===== config.mk =====
export PLATFORM = sky130hd
export DESIGN_NAME = unidade_controle
export DESIGN_NICKNAME = d
export VERILOG_FILES = /design/src/rtl/unidade_controle_pkg.sv /design/src/rtl/unidade_controle.sv
export SDC_FILE = /design/constraint.sdc
export NUM_CORES = 1
export LEC_CHECK = 0
export CAP_MARGIN = 20
export CORE_AREA = 8 8 45 47
export DETAILED_ROUTE_END_ITERATION = 7
export DIE_AREA = 0 0 53 55
export GPL_ROUTABILITY_DRIVEN = 0
export PLACE_DENSITY = 0.66
export SYNTH_ARGS = -nofsm -noshare
export SYNTH_HDL_FRONTEND = slang
export SYNTH_SLANG_ARGS = --single-unit

===== constraint.sdc =====
create_clock -name clock -period 1.1 [get_ports clock]
set_input_delay 0.165 -clock clock [delete_from_list [all_inputs] [get_ports clock]]
set_output_delay 0.165 -clock clock [all_outputs]
set_load 0.01 [all_outputs]

===== src/rtl/unidade_controle_pkg.sv =====
// State encoding shared by the memory-game control unit and the benches that
// decode db_estado.
package unidade_controle_pkg;

    localparam int ESTADO_W = 5;

    localparam logic [4:0] INICIAL           = 5'h00;
    localparam logic [4:0] PREPARACAO        = 5'h01;
    localparam logic [4:0] ESPERA_JOGADA     = 5'h02;
    localparam logic [4:0] REGISTRA          = 5'h03;
    localparam logic [4:0] COMPARACAO        = 5'h04;
    localparam logic [4:0] PROXIMO_ENDERECO  = 5'h05;
    localparam logic [4:0] PROXIMA_SEQUENCIA = 5'h06;
    localparam logic [4:0] FIM_ACERTOU       = 5'h0A;
    localparam logic [4:0] FIM_ERROU         = 5'h0E;
    localparam logic [4:0] FIM_TIMEOUT       = 5'h0F;

endpackage


===== src/rtl/unidade_controle.sv =====
// Moore control FSM for the memory game: sequences the fluxo_dados counters and
// move register, and judges one player move per visit to comparacao.
module unidade_controle
    import unidade_controle_pkg::*;
#(
    parameter int STATE_W = 5
) (
    input  logic               clock,
    input  logic               reset,
    input  logic               iniciar,
    input  logic               jogada_feita,
    input  logic               chavesIgualMemoria,
    input  logic               enderecoIgualLimite,
    input  logic               fimL,
    input  logic               timeout,
    output logic               zeraE,
    output logic               contaE,
    output logic               zeraL,
    output logic               contaL,
    output logic               zeraR,
    output logic               registraR,
    output logic               pronto,
    output logic               ganhou,
    output logic               perdeu,
    output logic               db_timeout,
    output logic [STATE_W-1:0] db_estado
);

    logic [ESTADO_W-1:0] estadoAtual;
    logic [ESTADO_W-1:0] proximoEstado;

    always_ff @(posedge clock) begin
        if (reset) begin
            estadoAtual <= INICIAL;
        end else begin
            estadoAtual <= proximoEstado;
        end
    end

    // Timeout is tested before jogada_feita so a late press cannot rescue an expired move.
    always_comb begin
        proximoEstado = INICIAL;
        case (estadoAtual)
            INICIAL:           proximoEstado = iniciar ? PREPARACAO : INICIAL;
            PREPARACAO:        proximoEstado = ESPERA_JOGADA;
            ESPERA_JOGADA: begin
                if (timeout)           proximoEstado = FIM_TIMEOUT;
                else if (jogada_feita) proximoEstado = REGISTRA;
                else                   proximoEstado = ESPERA_JOGADA;
            end
            REGISTRA:          proximoEstado = COMPARACAO;
            COMPARACAO: begin
                if (!chavesIgualMemoria)       proximoEstado = FIM_ERROU;
                else if (!enderecoIgualLimite) proximoEstado = PROXIMO_ENDERECO;
                else if (fimL)                 proximoEstado = FIM_ACERTOU;
                else                           proximoEstado = PROXIMA_SEQUENCIA;
            end
            PROXIMO_ENDERECO:  proximoEstado = ESPERA_JOGADA;
            PROXIMA_SEQUENCIA: proximoEstado = ESPERA_JOGADA;
            FIM_ACERTOU:       proximoEstado = iniciar ? PREPARACAO : FIM_ACERTOU;
            FIM_ERROU:         proximoEstado = iniciar ? PREPARACAO : FIM_ERROU;
            FIM_TIMEOUT:       proximoEstado = iniciar ? PREPARACAO : FIM_TIMEOUT;
            default:           proximoEstado = INICIAL;
        endcase
    end

    always_comb begin
        zeraE      = 1'b0;
        contaE     = 1'b0;
        zeraL      = 1'b0;
        contaL     = 1'b0;
        zeraR      = 1'b0;
        registraR  = 1'b0;
        pronto     = 1'b0;
        ganhou     = 1'b0;
        perdeu     = 1'b0;
        db_timeout = 1'b0;
        case (estadoAtual)
            PREPARACAO: begin
                zeraE = 1'b1;
                zeraL = 1'b1;
                zeraR = 1'b1;
            end
            REGISTRA:         registraR = 1'b1;
            PROXIMO_ENDERECO: contaE = 1'b1;
            PROXIMA_SEQUENCIA: begin
                contaL = 1'b1;
                zeraE  = 1'b1;
            end
            FIM_ACERTOU: begin
                pronto = 1'b1;
                ganhou = 1'b1;
            end
            FIM_ERROU: begin
                pronto = 1'b1;
                perdeu = 1'b1;
            end
            FIM_TIMEOUT: begin
                pronto     = 1'b1;
                perdeu     = 1'b1;
                db_timeout = 1'b1;
            end
            default: ;
        endcase
    end

    assign db_estado = STATE_W'(estadoAtual);

endmodule

==> results of run 1 <==
==> Yosys cell counts (all sizes together) <==
| cell | instances | area share, % |
|---|---|---|
| a211o | 2 | 4.4 |
| a21oi | 2 | 2.5 |
| a221oi | 1 | 2.2 |
| a22oi | 1 | 1.9 |
| a31oi | 1 | 1.6 |
| and3 | 1 | 1.9 |
| buf | 5 | 10 |
| conb | 1 | 0.95 |
| dfxtp | 4 | 20 |
| inv | 1 | 0.95 |
| nand2 | 7 | 6.6 |
| nand2b | 7 | 12 |
| nand3 | 2 | 2.5 |
| nand3b | 2 | 3.8 |
| nor2 | 9 | 8.5 |
| nor2b | 1 | 1.6 |
| nor3 | 1 | 2.5 |
| nor3b | 1 | 1.9 |
| o21ai | 1 | 1.3 |
| o22ai | 1 | 1.6 |
| o31ai | 1 | 5.4 |
| o32ai | 1 | 4.1 |
| or2 | 1 | 1.6 |
==> layer usage <==
metal	global-route usage (%)	vias up	wire, µm
li1	-	270	-
met1	10.8	278	635
met2	21.9	22	1000
met3	4.55	0	121
met4	3.88	0	0
met5	0	-	0
==> per-stage QoR <==
| step | cells | instance area, µm² | setup WS [ns] | hold slack [ns] |
|---|---|---|---|---|
| 2_1_floorplan | 54 | 432 | -0.0558 | 0.346 |
| 3_3_place_gp | 104 | 748 | -0.422 | 0.624 |
| 3_5_place_dp | 104 | 748 | -0.444 | 0.642 |
| 4_1_cts | 112 | 822 | -0.201 | 0.576 |
| 5_1_grt | 113 | 901 | -0.270 | 0.671 |
| 6_report | 113 | 901 | -0.243 | 0.646 |
==> what timing repair did <==
| item | CTS | global route |
|---|---|---|
| endpoints found under the setup margin | 18 | 15 |
| endpoints found under the hold margin | 0 | 0 |
| pin swaps | 3 | 6 |
| setup buffers | 4 | 1 |
| gates resized for setup | 71 | 18 |
==> critical path, delay by kind of cell (launching register included) <==
| kind | cells | cell delay, ns |
|---|---|---|
| flip-flops | 1 | 0.34 |
| AND/OR/NAND/NOR | 2 | 0.15 |
| buffers and inverters | 2 | 0.29 |
| AO/OA/AOI/OAI | 2 | 0.46 |
==> area by class of cell <==
type	count	area, µm²
clock buffer	4	26.3
timing repair buffer	44	382
sequential	4	92.6
fill	119	483
inverter	1	3.75
multi-input combinational	44	377
tap	16	20.0
==> cell families (layout without fill, tap and decap cells) <==
logic type | count (synthesis) | after routing | share of synthesized area, %
AO/OA/AOI/OAI | 11 | 11 | 24.9
buffers and inverters | 6 | 49 | 11.4
flip-flops | 4 | 4 | 20.2
other | 1 | 1 | 0.945
AND/OR/NAND/NOR | 32 | 32 | 42.6
==> how the worst max path moves through the flow <==
| stage | start | to | slack, ns | cells past startpoint |
|---|---|---|---|---|
| global placement | db_estado[3] | registraR | -0.42 | 3 |
| CTS | db_estado[2] | registraR | -0.20 | 3 |
| finish | db_estado[2] | db_estado[3] | -0.24 | 6 |
| global route | db_estado[2] | db_estado[2] | -0.27 | 5 |
| detailed placement | db_estado[0] | zeraE | -0.44 | 3 |
| floorplan | db_estado[3] | db_estado[2] | -0.06 | 5 |
==> power by group through the flow <==
stage / clock network, mW / logic [mW] / registers (mW)
2_1_floorplan: 0 / 0.648 / 0.282
3_3_place_gp: 0 / 1.10 / 0.296
3_5_place_dp: 0 / 1.11 / 0.303
4_1_cts: 0.223 / 1.29 / 0.322
5_1_grt: 0.242 / 1.57 / 0.334
6_report: 0.214 / 1.50 / 0.323
==> flow_metrics.tcl, run 1 <==
set metrics [dict create \
    drcViolationCount 0 \
    worstSetupPathType "reg2reg" \
    grt_overflow_total 0 \
    period_share_pct 122 \
    crit_top_cell "buf_4" \
    clkPwrFrac_pct 10.5 \
    path_cells "buf_4 -> nand2b_2 -> buf_4 -> nor2_1 -> a211o_1 -> a21oi_1" \
    cts_root_buf "clkbuf_4" \
    p_leak_nw 0.411 \
    final_core_util_pct 65.1 \
    dp_hpwl_mm 1.15 \
    grt_pass1_vias 600 \
    rr_worst_depth 6 \
    first_pass_iters 4 \
    antenna_found_initial 0 \
    powerDensity_mw_per_mm2 2260 \
    ys_seq_elements 4 \
    cp-start-kind "flop" \
    rows 14 \
    fin_setup_tns_ns -2.32 \
    layout_common_cells "buf_4, buf_6, clkdlybuf4s50_1, buf_2, nor2_1" \
    route.antenna.remaining_nets 0 \
    vias 570 \
    power_frac_seq_pct 15.9 \
    synth_warnings 0 \
    rsz0062_at_grt "yes" \
    initial_core_util_pct 28.7 \
    r2r_end "db_estado[3]" \
    drv_cap 0 \
    hp-start "fimL" \
    pwr-share-comb_pct 73.6 \
    drive_gt1_share_pct 66.0 \
    track_usage_pct 11.4 \
    insertion_delay_ns 0.25 \
    cp_max_fo 4 \
    p_int_mw 1.21 \
    vias_per_cell 5.04 \
    required_ns 1.26 \
    cpPeakStageDelay_ns 0.34 \
    ys_seq_area_share_pct 20.2 \
    area_growth_pct 127 \
    synth_cell_type_count 25 \
    finClkSkew_ns 0.0122 \
    syn_inst 54 \
    routed_wl_mm 1.76 \
    fin_crit_ns 1.34 \
    cts_buffers 3 \
    finalHoldViolCount 0 \
    die_h_um 55 \
    synth_area_per_cell_um2 7.35 \
    fin_ws_ns -0.243 \
    p_sw_share_pct 40.5 \
    io_buffers 21 \
    grt_max_degree 10 \
    numClockSinks 4 \
    hold_path_end "db_estado[2]" \
    outcome "complete, but fails checks" \
    max_freq_ghz 0.744 \
    path_clk_slew_ns 0.05 \
    min_path_type "in2reg" \
    worst-r2r-setup-slack_ns -0.24 \
    cts_tree "yes" \
    slowest_stage "dfxtp_4" \
    initialDrtViolationCount 9 \
    r2r_start "db_estado[2]" \
    p_sw_mw 0.824 \
    ir_worst_vdd_mv 0.967 \
    violations "setup timing" \
    layout_commonest_cell "buf_4" \
    synthesis.nets 62 \
    wl_per_cell_um 15.6 \
    grt_pass1_wl_mm 2.52 \
    holdPathStages 4 \
    p_total_mw 2.03 \
    crit_path_end_kind "flop" \
    io_pins 23 \
    diodes 0 \
    hold_buffers 0 \
    htreeDepth 1 \
    clk_path_buf_depth 2 \
    drv_slew 0 \
    core_mm2 0.00138 \
    nets 106 \
    dieArea_mm2 0.00292 \
    largest_reg_flops 4 \
    arrival_ns 1.51 \
    syn_area_um2 397 \
    setup_viol 14 \
    die_w_um 53 \
]
Note: power is estimated with default switching activity, not from simulation.
==> inputs of run 2 (changes only) <==
--- a/config.mk
+++ b/config.mk
@@ -11,6 +11,7 @@
 export DIE_AREA = 0 0 53 55
 export GPL_ROUTABILITY_DRIVEN = 0
 export PLACE_DENSITY = 0.66
+export SETUP_SLACK_MARGIN = 0.02
 export SYNTH_ARGS = -nofsm -noshare
 export SYNTH_HDL_FRONTEND = slang
 export SYNTH_SLANG_ARGS = --single-unit
==> run 2 against run 1 <==
- sequential cell count is the same
- wire length shrank 11%
- count of clock-buffer cells in the layout is the same
- die area is the same
- the flow still finishes with violations (setup timing)
- clock skew shrank 0.0086 ns
- sequential share of layout area is essentially flat
==> flow_metrics.tcl, run 2 (synthesized netlist as in run 1, its figures left out) <==
set metrics [dict create \
    powerDensity_mw_per_mm2 2210 \
    area_growth_pct 128 \
    clk_path_buf_depth 2 \
    cp-start-kind "flop" \
    diodes 0 \
    wirelength_met1_um 591 \
    nets 108 \
    track_usage_pct 10.7 \
    topRoutingLayerUsed "met4" \
    initial_core_util_pct 28.7 \
    grt_overflow_total 0 \
    hold_buffers 0 \
    finClkSkew_ns 0.00358 \
    rr_worst_depth 5 \
    numClockSinks 4 \
    io_buffers 21 \
    min_path_type "reg2reg" \
    final_core_util_pct 65.3 \
    cts_buffers 3 \
    path_clk_slew_ns 0.04 \
    dieArea_mm2 0.00292 \
    placed_area_um2 733 \
    wl_per_cell_um 13.6 \
    core_mm2 0.00138 \
    die_h_um 55 \
    fin_crit_ns 1.27 \
    antenna_found_initial 0 \
    crit_buf_inv 1 \
    cpPeakStageDelay_ns 0.35 \
    required_ns 0.94 \
    drcViolationCount 0 \
    outcome "complete, but fails checks" \
    grt_pass1_wl_mm 2.37 \
    largest_reg_flops 4 \
    crit_path_end_kind "primary output" \
    ir_worst_vdd_mv 1.08 \
    layout_common_cells "buf_4, buf_6, clkdlybuf4s50_1, buf_2, nor2_1" \
    grt_pass1_vias 566 \
    die_w_um 53 \
    dp_hpwl_mm 1.07 \
    drv_cap 0 \
    grt_max_degree 10 \
    fin_setup_tns_ns -1.84 \
    holdPathStages 2 \
    route.antenna.remaining_nets 0 \
    fin_ws_ns -0.175 \
    vias 548 \
    cts_root_buf "clkbuf_4" \
    cp.depth 3 \
    finalHoldViolCount 0 \
    wl_met2_um 860 \
    routed_wl_mm 1.56 \
    cp_max_fo 4 \
    period_share_pct 116 \
    initialDrtViolationCount 15 \
    holdWs_ns 0.544 \
    vias_per_cell 4.77 \
    cpLargestDelayFamily "simple AND/OR/NAND/NOR gates" \
    drive_gt1_share_pct 65.7 \
    routed-wl-met3_um 80 \
    violations "setup timing" \
    fin_area_um2 903 \
    slowest_stage "dfxtp_4" \
    path_cells "or2_4 -> nor2_4 -> buf_6" \
    rows 14 \
    arrival_ns 1.11 \
    dp_worst_setup_slack_ns -0.477 \
    htreeDepth 1 \
    max_freq_ghz 0.784 \
    insertion_delay_ns 0.24 \
    p_leak_nw 0.409 \
    worstSetupPathType "reg2out" \
    first_pass_iters 5 \
    io_pins 23 \
    setup_viol 14 \
    layout_commonest_cell "buf_4" \
    drv_slew 0 \
    rsz0062_at_grt "yes" \
    cts_tree "yes" \
]
[run 2: changes by cell type in the layout (fill, tap and decap cells not counted)]
cell / before / now
buf_12: 1 / 0
nand2b_4: 3 / 4
nor2_4: 3 / 2
nor2_2: 0 / 1
nand2_4: 1 / 0
buf_6: 11 / 13
nand2b_2: 1 / 0
buf_4: 17 / 18
nand2_1: 3 / 4
[run 2: worst paths after layout]
kind | start | end | slack (ns)
max | db_estado[2] | registraR | -0.17
min | db_estado[1] | db_estado[0] | 0.54
max reg2reg | db_estado[2] | db_estado[2] | -0.16
min reg2reg | db_estado[1] | db_estado[0] | 0.54
[run 2: metal layers]
metal / GRT usage [%] / up-vias
met5: 0 / -
met4: 7.76 / 0
met3: 2.14 / 4
met2: 19.5 / 19
met1: 10.6 / 250
li1: - / 275
[run 2: per-stage QoR]
| step | total power, mW | instances |
|---|---|---|
| after detailed placement | 1.37 | 102 |
| after global placement | 1.36 | 102 |
| final | 2.00 | 115 |
| after CTS | 1.76 | 110 |
| after floorplan | 0.931 | 54 |
| after global routing | 2.11 | 115 |
[run 2: layout make-up]
class	count	area, µm²
fill	115	480
timing repair buffer	46	392
clock buffer	4	26.3
sequential	4	92.6
inverter	1	3.75
tap	16	20.0
multi-input combinational	44	369
[run 2: repair_timing]
| item | CTS | global route |
|---|---|---|
| buffers inserted | 4 | 5 |
| resized for setup | 73 | 13 |
| hold endpoints to repair | 0 | 0 |
| pin swaps | 3 | 8 |
| setup endpoints to repair | 18 | 16 |
[run 2: worst reg2reg max path: cells and delay by family (launching register included)]
family | cells | cell delay (ns)
simple gates | 2 | 0.38
flops | 1 | 0.35
compound gates | 2 | 0.31
buf+inv | 1 | 0.14
[run 2: where the power goes]
group          internal (mW)  switching [mW]  total (mW)
clock                  0.137          0.0716       0.209
combinational          0.860           0.594        1.45
sequential             0.224           0.111       0.334
